[src/rtl/axi2apb_bridge.sv]
// axi2apb_bridge: single-outstanding AXI4-Lite to APB3/APB4 bridge with
// alternating read/write arbitration and a pready timeout.
module axi2apb_bridge #(
    parameter int ADDR_W  = 32,
    parameter int DATA_W  = 32,
    parameter int TIMEOUT = 256
) (
    input  logic                clk,
    input  logic                rstn,
    input  logic [ADDR_W-1:0]   awaddr,
    input  logic [2:0]          awprot,
    input  logic                awvalid,
    output logic                awready,
    input  logic [DATA_W-1:0]   wdata,
    input  logic [DATA_W/8-1:0] wstrb,
    input  logic                wvalid,
    output logic                wready,
    output logic [1:0]          bresp,
    output logic                bvalid,
    input  logic                bready,
    input  logic [ADDR_W-1:0]   araddr,
    input  logic [2:0]          arprot,
    input  logic                arvalid,
    output logic                arready,
    output logic [DATA_W-1:0]   rdata,
    output logic [1:0]          rresp,
    output logic                rvalid,
    input  logic                rready,
    output logic                psel,
    output logic                penable,
    output logic                pwrite,
    output logic [ADDR_W-1:0]   paddr,
    output logic [DATA_W/8-1:0] pstrb,
    output logic [2:0]          pprot,
    output logic [DATA_W-1:0]   pwdata,
    input  logic [DATA_W-1:0]   prdata,
    input  logic                pslverr,
    input  logic                pready
);
    localparam logic [1:0] IDLE = 2'd0, SETUP = 2'd1, ACCESS = 2'd2, RESP = 2'd3;
    localparam int CW = TIMEOUT > 1 ? $clog2(TIMEOUT) : 1;

    logic [1:0]    state;
    logic          wr_first;
    logic [CW-1:0] cnt;
    logic [1:0]    resp;
    logic          idle, wr_pend, grant_w, grant_r, timed_out;

    // AW is only taken together with W, so a write needs both valids
    assign idle    = rstn && state == IDLE;
    assign wr_pend = awvalid && wvalid;
    assign grant_w = idle && wr_pend && (!arvalid || wr_first);
    assign grant_r = idle && arvalid && !grant_w;
    assign awready = grant_w;
    assign wready  = grant_w;
    assign arready = grant_r;
    assign psel    = state == SETUP || state == ACCESS;
    assign penable = state == ACCESS;
    assign bvalid  = state == RESP && pwrite;
    assign rvalid  = state == RESP && !pwrite;
    assign bresp   = resp;
    assign rresp   = resp;
    // pready wins on the last allowed cycle, so a late ready still completes normally
    assign timed_out = TIMEOUT != 0 && !pready && (TIMEOUT < 2 || cnt == CW'(TIMEOUT - 2));

    always_ff @(posedge clk or negedge rstn) begin
        if (!rstn) begin
            state    <= IDLE;
            wr_first <= 1'b1;
            cnt      <= '0;
            resp     <= 2'b00;
            rdata    <= '0;
            paddr    <= '0;
            pprot    <= '0;
            pwdata   <= '0;
            pstrb    <= '0;
            pwrite   <= 1'b0;
        end else begin
            case (state)
                IDLE: if (grant_w || grant_r) begin
                    state  <= SETUP;
                    cnt    <= '0;
                    pwrite <= grant_w;
                    paddr  <= grant_w ? awaddr : araddr;
                    pprot  <= grant_w ? awprot : arprot;
                    pstrb  <= grant_w ? wstrb : '0;
                    if (grant_w) pwdata <= wdata;
                    if (wr_pend && arvalid) wr_first <= !wr_first;
                end
                SETUP: state <= ACCESS;
                ACCESS: if (pready) begin
                    state <= RESP;
                    resp  <= pslverr ? 2'b10 : 2'b00;
                    if (!pwrite) rdata <= prdata;
                end else if (timed_out) begin
                    state <= RESP;
                    resp  <= 2'b10;
                    if (!pwrite) rdata <= '0;
                end else begin
                    cnt <= cnt + 1'b1;
                end
                RESP: if (pwrite ? bready : rready) state <= IDLE;
                default: state <= IDLE;
            endcase
        end
    end
endmodule

[config.mk]
export PLATFORM = sky130hd
export DESIGN_NAME = axi2apb_bridge
export DESIGN_NICKNAME = d
export VERILOG_FILES = /design/src/rtl/axi2apb_bridge.sv
export SDC_FILE = /design/constraint.sdc
export NUM_CORES = 1
export LEC_CHECK = 0
export ABC_AREA = 1
export ABC_CLOCK_PERIOD_IN_PS = 1800
export BUFFER_PORTS_ARGS = -buffer_cell sky130_fd_sc_hd__buf_2
export CELL_PAD_IN_SITES_DETAIL_PLACEMENT = 1
export CELL_PAD_IN_SITES_GLOBAL_PLACEMENT = 1
export CORE_MARGIN = 4
export CORE_UTILIZATION = 33
export DETAILED_ROUTE_END_ITERATION = 8
export PLACE_DENSITY_LB_ADDON = 0.1
export SETUP_SLACK_MARGIN = 0.05
export SYNTH_ARGS = -nofsm -noshare
export SYNTH_HDL_FRONTEND = slang
export SYNTH_SLANG_ARGS = --single-unit
[constraint.sdc]
create_clock -name clk -period 1.8 [get_ports clk]
set_input_delay 0.09 -clock clk [delete_from_list [all_inputs] [get_ports clk]]
set_output_delay 0.09 -clock clk [all_outputs]
set_load 0.05 [all_outputs]
; After elaboration in Yosys (flattened, before gate mapping)
; Cells that the tools add are included.
[totals]
latchBits = 0
ff_bits = 117
out_inout_bits = 115
inputBits = 147
memories = 0
mem_bits_rw = 0
wordCells = 70
mem_bits_ro = 0
[classes]
mux = 20
n_shift = 0
n_reduce_logical = 28
bitwise = 0
n_lt_le_gt_ge = 0
add_sub_neg = 1
n_eq_ne = 11
mul = 0
div_mod_pow = 0
[op_table]
columns = operator, count
row1 = 32-bit 2-to-1 mux, 5
row2 = 8-bit 2-to-1 mux, 3
row3 = 8-bit one-hot mux with 2 select lines, 1
row4 = 2-bit 2-to-1 mux, 7
row5 = 1-bit logical AND, 10
row6 = 3-bit AND reduction, 3
row7 = "8-bit by 1-bit adder with 8-bit output, second input constant", 1
row8 = "8-bit equality test, second input constant", 1
row9 = "2-bit inequality test, second input constant", 4
row10 = 2-bit one-hot mux with 4 select lines, 1
row11 = 4-bit AND reduction, 2
row12 = 1-bit logical NOT, 5
row13 = "2-bit equality test, second input constant", 2
row14 = 4-bit 2-to-1 mux, 1
row15 = "2-bit by 1-bit inequality test with 1-bit output, second input constant", 2
row16 = 2-bit AND reduction, 2
row17 = 2-bit nonzero test, 2
row18 = 1-bit logical OR, 3
row19 = 3-bit 2-to-1 mux, 1
row20 = "3-bit by 1-bit inequality test with 1-bit output, second input constant", 1
row21 = "2-bit by 1-bit equality test with 1-bit output, second input constant", 1
row22 = 2-bit logical NOT, 1
row23 = 1-bit 2-to-1 mux, 1

; Longest topological paths before layout
; Gate-level depths: netlist of the first run.
[logic_depth]
ltp_word = 9
mapped_depth = 11
depth_no_buf = 10

; Worst setup path after synthesis of the first run
; Ideal clock, no wire load.
[synth_path]
path_type = flip-flop to output port
startpoint = register state[0]
endpoint = output arready
arrival_ns = 1.946
t_required_ns = 1.710
n_path_buf = 2
path_slack_ns = -0.236
stages_incl_launch_ff = 10
cell_sequence = dfrtp_1 -> inv_1 -> ha_1 -> nand2_2 -> nor2_2 -> o21ai_2 -> inv_2 -> buf_6 -> buf_6 -> nor2_1
[synth_via]
elab_chain_cells = 6
word_cells_on_any_way = 7
cone_classes = reduce/logical: 7
[synth_rtl]
columns = element, line_no
row1 = "start, declared", 43  ; logic [1:0] state;
row2 = "start signal, assigned", 68  ; state <= IDLE;
row3 = "start signal, assigned", 81  ; state <= SETUP;
row4 = "start signal, assigned", 90  ; SETUP: state <= ACCESS;
row5 = 2-bit logical NOT, 50  ; assign idle = rstn && state == IDLE;
row6 = 1-bit logical AND, 50
row7 = 1-bit logical AND (2 in a row), 52  ; assign grant_w = idle && wr_pend && (!arvalid || wr_first);
row8 = via awready, 13  ; output logic awready,
row9 = 1-bit logical NOT, 53  ; assign grant_r = idle && arvalid && !grant_w;
row10 = 1-bit logical AND, 53
row11 = "end, declared", 24  ; output logic arready,
; The timed path passes the listed nets, and every way through them passes these cells.

; Worst setup path after layout of the first run
[layout_path]
startpoint = register state[0]
endpoint = output arready
[layout_via]
elab_chain_cells = 6
word_cells_on_any_way = 7
cone_classes = reduce/logical: 7
[layout_rtl]
columns = element, line_no
row1 = 2-bit logical NOT *, 50
row2 = 1-bit logical AND *, 50
row3 = 1-bit logical AND (2 in a row), 52
row4 = 1-bit logical NOT, 53
row5 = 1-bit logical AND *, 53
; Mark *: on every way between the ends. The rest lies on a longest branch, timed or not.

==> results.py, run 1 <==
metrics = {
    "die": {
        "die_y_um": 135.4,
        "io_pins": 262,
        "initial_core_util_pct": 33.74,
        "fp.dieW_um": 135.4,
        "dieArea_um2": 18350,
        "core_um2": 15890,
        "core.rowCount": 46,
    },
    "sta": {
        "hold_viol": 0,
        "tns_ns": -0.01011,
        "layout_worst_path_cycle_share_pct": 100.6,
        "worst_slew_pin_slew_ns": 0.5572,
        "drv_slew": 0,
        "grt_setup_unrepaired": "yes",
        "finalCriticalPeriod_ns": 1.810,
        "setup_ws_ns": -0.01011,
        "relSlewSlack_pct": 62.85,
        "max_freq_ghz": 0.5525,
        "finClkSkew_ns": 0.009560,
        "setup_viol": 1,
    },
    "synthesis": {
        "yosysMostFrequentCell": "nand2_1",
        "async_reset_ff_share_pct": 100.0,
        "yosys.area.top_type_share_pct": 53.69,
        "synth_cell_types": 26,
        "yosysTopAreaCell": "dfrtp_1",
        "synthFlopType": "dfrtp_1",
        "synth_warnings": 0,
        "syn_area_per_cell_um2": 8.468,
        "yosys-top-cells-area": "dfrtp_1, nand2_1, nand3_1",
        "synthCells": 633,
        "synth_edf_count": 0,
        "yosysSeqAreaShare_pct": 54.18,
        "ys_seq_elements": 116,
        "syn_area_um2": 5360,
        "ys_top_cells_by_count": "nand2_1, nand3_1, dfrtp_1, nand4_1, o21ai_0",
    },
    "global_route": {
        "first_global_vias": 7293,
        "grt_first_pass_wirelength_um": 37310,
        "grt_antenna_before_repair": 3,
        "gr-total-overflow": 0,
        "grt_max_degree": 95,
        "track_usage_pct": 25.90,
    },
    "final_layout": {
        "multiInputGateArea_um2": 2180,
        "drive_gt1_share_pct": 33.71,
        "seq_area_um2": 2905,
        "nFillCells": 1954,
        "areaGrowthSynthToFinish_pct": 71.08,
        "fin_nets": 1197,
        "final_cells": 1276,
    },
    "placed_design": {
        "numPortBuffers": 259,
        "dp.cells": 1083,
        "gp_congestion": 0.8102,
        "post-place-ws_ns": -0.08586,
        "hpwl_um": 13760,
    },
    "power_and_ir_drop": {
        "pwr_density_cell_nw_per_um2": 1830,
        "peakVddDrop_uv": 827.3,
        "p_leak_nw": 4.797,
    },
    "detailed_routing": {
        "routed_via_density": 4.969,
        "routed_wl_um": 23510,
        "wl_per_cell_um": 18.43,
        "dr.pass1.iters": 4,
        "route.detailed.drc": 0,
        "drt_iter0_markers": 221,
        "route.vias.total": 6340,
        "ant_nets": 0,
    },
    "setup_path": {
        "crit_fanout": 6,
        "critical_path_buf_inv_count": 4,
        "cp.required_ns": 1.71,
        "start_kind": "register",
        "critPathArrivalTime_ns": 1.72,
        "critical_path.top_delay_family": "buffers and inverters",
        "crit_path_frequent_cell": "nor2_4",
        "critPathSlowestCell": "dfrtp_1",
        "rrSetupSlack_ns": 0.13,
        "critical_path_class": "reg -> out",
        "cp-end-kind": "output port",
        "slowest_delay_ns": 0.39,
        "worstPathCellList": "inv_2 > ha_4 > nand2_4 > nor2_4 > o21ai_4 > inv_4 > buf_12 > nor2_4 > buf_8",
    },
    "run_status": {
        "violations": "negative setup slack",
        "status": "finished, violations left",
    },
    "cts": {
        "h-tree-depth": 4,
        "cts_buffers": 17,
        "ctsRootBufferMaster": "clkbuf_16",
        "clk_pin_slew_ns": 0.05,
        "clock_latency_ns": 0.42,
        "cts_max_path_buffers": 2,
        "cts_tree": "done",
        "clkSinkCount": 116,
    },
    "hold_path": {
        "min_path_type": "in -> reg",
    },
    "job": {
        "maxCapViolations": 0,
    },
}
==> tightest hold or removal path: cells and delay by family <==
| kind | cells | cell delay [ns] |
|---|---|---|
| AND/OR/NAND/NOR | 1 | 0.09 |
| buffers and inverters | 2 | 0.21 |
| AO/OA/AOI/OAI | 1 | 0.06 |
==> cell families after synthesis <==
logic type               Yosys count  share of synthesized area (%)
AND/OR/NAND/NOR                  405                          33.71
flip-flops                       116                          54.18
other                              1                        0.06996
adder cells (fa/ha/maj)            6                          1.401
buffers and inverters             66                          6.396
AO/OA/AOI/OAI                     39                          4.248
==> sequential cells by signal (all words and copies together), names as in the netlist <==
| register | flops |
|---|---|
| rdata | 32 |
| wr_first | 1 |
| pwdata | 32 |
| paddr | 32 |
| pstrb | 4 |
| pprot | 3 |
| cnt | 8 |
| bresp | 1 |
| state | 2 |
| pwrite | 1 |
==> cell usage in the layout (no fill, tap or decap), drive strengths merged, types with 15 or more instances in the layout <==
cell type	count
buf	300
clkbuf	22
dfrtp	115
dlygate4sd3	140
inv	15
nand2	223
nand3	123
nand4	36
nor2	20
o21ai	35
==> final cells by class <==
type                            count  share of cell area (%)
Inverter                           17                  0.7641
Clock buffer                       22                   5.171
Sequential cell                   116                   31.68
Antenna cell                        4                  0.1092
Multi-Input combinational cell    452                   23.77
Timing Repair Buffer              440                   34.42
Clock inverter                      9                   1.132
Tap cell                          216                   2.947
==> per-layer routing <==
layer / wire length, µm / part of all wire (%) / global-route usage [%]
met2: 12270 / 52 / 45.52
met3: 1426 / 6.1 / 8.432
met4: 1134 / 4.8 / 13.33
met5: 0 / 0 / 0
met1: 8683 / 37 / 27.76
==> final timing paths <==
check | startpoint | to | cells after the start
max in group asynchronous | rstn | pwdata[1]$_DFFE_PN0P_ | 3
setup / recovery | state[0]$_DFFE_PN0P_ | arready | 9
hold reg to reg | pwdata[18]$_DFFE_PN0P_ | pwdata[18]$_DFFE_PN0P_ | 2
setup reg to reg | state[0]$_DFFE_PN0P_ | paddr[23]$_DFFE_PN0P_ | 9
min in group asynchronous | rstn | paddr[15]$_DFFE_PN0P_ | 3
hold / removal | arvalid | wr_first$_DFFE_PN1P_ | 4
==> timing repair <==
| action | in CTS | in global routing |
|---|---|---|
| endpoints found under the setup margin | 63 | 101 |
| hold endpoints to repair | 219 | 0 |
| setup buffers | 10 | 8 |
| gates resized for setup | 14 | 32 |
| cloned | 1 | 0 |
| pin swaps | 3 | 3 |
| hold buffers | 140 | 0 |
==> per-stage QoR <==
stage | utilization, % | power [W] | hold WS [ns] | area, µm²
after floorplan | - | 0.01042 | -0.2056 | 5369
after global placement | 43.53 | 0.01255 | 0.1614 | 6914
after detailed placement | 43.53 | 0.01276 | 0.1673 | 6914
after CTS | 56.97 | 0.01656 | 0.02871 | 9050
after global routing | 57.71 | 0.01768 | 0.07605 | 9168
final | 57.73 | 0.01678 | 0.05117 | 9170
==> power by group <==
part	total, W	leakage (nW)	switching (W)	internal, W
logic	0.00902	3.05	0.00669	0.00233
clock network	0.00333	0.282	0.00120	0.00213
registers	0.00444	1.46	0.000689	0.00375
total	0.0168	4.80	0.00857	0.00821
(Power assumes the default switching activity.)
==> run 2: changes to the inputs <==
--- a/config.mk
+++ b/config.mk
@@ -5,13 +5,11 @@
 export SDC_FILE = /design/constraint.sdc
 export NUM_CORES = 1
 export LEC_CHECK = 0
-export ABC_AREA = 1
 export ABC_CLOCK_PERIOD_IN_PS = 1800
 export BUFFER_PORTS_ARGS = -buffer_cell sky130_fd_sc_hd__buf_2
 export CELL_PAD_IN_SITES_DETAIL_PLACEMENT = 1
 export CELL_PAD_IN_SITES_GLOBAL_PLACEMENT = 1
-export CORE_MARGIN = 4
-export CORE_UTILIZATION = 33
+export CORE_UTILIZATION = 34
 export DETAILED_ROUTE_END_ITERATION = 8
 export PLACE_DENSITY_LB_ADDON = 0.1
 export SETUP_SLACK_MARGIN = 0.05
==> results.py, run 2 <==
metrics = {
    "final_layout": {
        "fin_nets": 962,
        "final_cells": 1002,
        "nFillCells": 1414,
        "multiInputGateArea_um2": 2062,
        "final_common_cell": "buf_2",
        "seq_area_um2": 2905,
        "drive_gt1_share_pct": 49.57,
        "areaGrowthSynthToFinish_pct": 89.41,
        "mostFrequentLayoutCells": "buf_2, dlygate4sd3_1, dfrtp_1",
        "reg_top3": "paddr (32), pwdata (32), rdata (32)",
    },
    "synthesis": {
        "synthCells": 363,
        "synthSimpleGateAreaFrac_pct": 4.379,
        "synth-xor-area-share_pct": 0.1803,
        "synth_warnings": 0,
        "syn_area_um2": 4857,
        "yosysSeqAreaShare_pct": 59.79,
        "synth_edf_count": 0,
        "ys_seq_elements": 116,
        "syn_area_per_cell_um2": 13.38,
        "synthFlopType": "dfrtp_1",
        "yosys-top-cells-area": "dfrtp_1, a22o_1, mux2_2",
        "synth-adder-area-share_pct": 1.546,
        "async_reset_ff_share_pct": 100.0,
        "yosys.area.top_type_share_pct": 59.25,
        "synth_top_family_by_area": "compound AO/OA/AOI/OAI gates",
        "yosysMostFrequentCell": "dfrtp_1",
        "synth_cell_types": 44,
        "synth_compound_area_share_pct": 22.26,
        "ys_top_cells_by_count": "dfrtp_1, a22o_1, a21o_1, mux2_2, clkbuf_1",
        "yosysTopAreaCell": "dfrtp_1",
        "synthMuxAreaShare_pct": 8.063,
    },
    "run_status": {
        "violations": "negative setup slack",
        "status": "finished, violations left",
    },
    "setup_path": {
        "cp-end-kind": "output port",
        "start_kind": "register",
        "slowest_delay_ns": 0.40,
        "crit_start": "state[1]$_DFFE_PN0P_",
        "critPathArrivalTime_ns": 1.78,
        "critPathSlowestCell": "dfrtp_1",
        "regToRegStartpoint": "state[1]$_DFFE_PN0P_",
        "critical_path_buf_inv_count": 4,
        "crit_path_frequent_cell": "buf_12",
        "cp.required_ns": 1.71,
        "critical_path.top_delay_family": "buffers and inverters",
        "worstPathCellList": "inv_2 > ha_4 > nand2_4 > nor3_4 > buf_12 > nor2_4 > buf_12 > buf_12",
        "critical_path_class": "reg -> out",
        "rrSetupSlack_ns": -0.02,
        "crit_fanout": 4,
    },
    "detailed_routing": {
        "route.detailed.drc": 0,
        "routed_wl_um": 22850,
        "routed_via_density": 5.196,
        "dr.pass1.iters": 7,
        "wl_per_cell_um": 22.81,
        "route.vias.total": 5206,
        "drt_iter0_markers": 190,
        "ant_nets": 0,
    },
    "power_and_ir_drop": {
        "pwr_density_cell_nw_per_um2": 1956,
        "switching_share_pct": 47.43,
        "pwr-share-clk_pct": 20.0,
        "p_leak_nw": 4.864,
        "p_int_w": 0.009461,
        "seqPwrFrac_pct": 25.5,
        "power_switching_w": 0.008538,
        "peakVddDrop_uv": 1343,
        "pwr-share-comb_pct": 54.4,
    },
    "sta": {
        "drv_slew": 0,
        "grt_setup_unrepaired": "yes",
        "setup_viol": 11,
        "relSlewSlack_pct": 56.59,
        "finClkSkew_ns": 0.009603,
        "layout_worst_path_cycle_share_pct": 104.1,
        "setup_ws_ns": -0.07403,
        "finalCriticalPeriod_ns": 1.874,
        "tns_ns": -0.1864,
        "max_freq_ghz": 0.5336,
        "hold_viol": 0,
        "worst_slew_pin_slew_ns": 0.6511,
    },
    "cts": {
        "clk_pin_slew_ns": 0.06,
        "clock_latency_ns": 0.42,
        "ctsRootBufferMaster": "clkbuf_16",
        "h-tree-depth": 4,
        "clkSinkCount": 116,
        "cts_max_path_buffers": 2,
        "cts_tree": "done",
        "cts_buffers": 17,
    },
    "global_route": {
        "track_usage_pct": 30.81,
        "grt_antenna_before_repair": 0,
        "grt_max_degree": 48,
        "gr-total-overflow": 0,
        "grt_first_pass_wirelength_um": 33490,
        "first_global_vias": 6001,
    },
    "die": {
        "core.rowCount": 43,
        "initial_core_util_pct": 34.86,
        "dieArea_um2": 14770,
        "io_pins": 262,
        "die_y_um": 121.5,
        "fp.dieW_um": 121.5,
        "core_um2": 13930,
    },
    "placed_design": {
        "gp_congestion": 0.7568,
        "dp.cells": 801,
        "numPortBuffers": 259,
        "hpwl_um": 11320,
    },
    "job": {
        "maxCapViolations": 0,
    },
    "hold_path": {
        "min_path_type": "in -> reg",
        "hp-start": "awaddr[4]",
    },
}
[run 2: cell types whose count changed after synthesis, moves of 33 or more]
cell | before | now
nand3_1 | 123 | 4
nand2_1 | 217 | 7
a21o_1 | 0 | 37
mux2_2 | 0 | 33
nand4_1 | 36 | 2
a22o_1 | 0 | 69
[run 2: kinds of logic after synthesis]
family / count (synthesis)
AO/OA/AOI/OAI: 131
flip-flops: 116
AND/OR/NAND/NOR: 38
multiplexers: 35
buffers and inverters: 35
adder cells (fa/ha/maj): 6
other: 1
XOR/XNOR: 1
[run 2: worst paths after layout]
check	to	cells after the start
worst max-delay path	arready	8
max in group asynchronous	pwdata[15]$_DFFE_PN0P_	4
worst max register to register	state[1]$_DFFE_PN0P_	7
worst min register to register	pstrb[2]$_DFFE_PN0P_	1
min in group asynchronous	rdata[31]$_DFFE_PN0P_	2
worst min-delay path	paddr[4]$_DFFE_PN0P_	3
[run 2: area by class of cell]
cell class / instances / share of cell area, %
inverter: 8 / 0.3672
antenna: 1 / 0.02720
multi-input combinational: 216 / 22.41
clock inverter: 10 / 1.686
clock buffer: 21 / 5.005
sequential: 116 / 31.58
tap: 180 / 2.448
timing repair buffer: 450 / 36.47
[run 2: per-layer routing]
layer,up-vias,routed length [µm],global-route usage (%)
li1,2254,-,-
met1,2630,8215,31.93
met2,258,12220,55.89
met3,64,1429,8.788
met4,0,993,15.97
met5,-,0,2.083
[run 2: tightest hold or removal path, stage by stage]
cell    delay (ns)
buf_2         0.08
a22o_1        0.14
a21o_1        0.10
[run 2: what timing repair did]
action                                  4_1_cts  5_1_grt
pin swaps                                     9       12
hold endpoints to repair                    176        0
gates resized for setup                      33       47
hold buffers                                139        0
endpoints found under the setup margin      112      159
gates cloned                                  6        2
setup buffers                                13       11
[run 2: per-stage QoR]
stage | cell area [µm²] | hold WS, ns | power [W] | util [%] | setup WS [ns]
2_1_floorplan | 4918 | -0.2056 | 0.01058 | - | 0.04754
6_report | 9200 | 0.03532 | 0.01800 | 66.02 | -0.07403
5_1_grt | 9198 | 0.03137 | 0.01864 | 66.01 | -0.1573
3_3_place_gp | 6514 | -0.07818 | 0.01264 | 46.75 | -0.04991
3_5_place_dp | 6514 | -0.07229 | 0.01283 | 46.75 | -0.1425
4_1_cts | 8897 | 0.01225 | 0.01716 | 63.85 | -0.02471
[run 2: power by group through the flow]
stage	Sequential [W]	Clock, W	Combinational, W
finish	0.00460	0.00360	0.00980
global route	0.00471	0.00375	0.0102
CTS	0.00446	0.00361	0.00908
detailed placement	0.00445	0	0.00838
global placement	0.00440	0	0.00824
floorplan	0.00824	0	0.00235
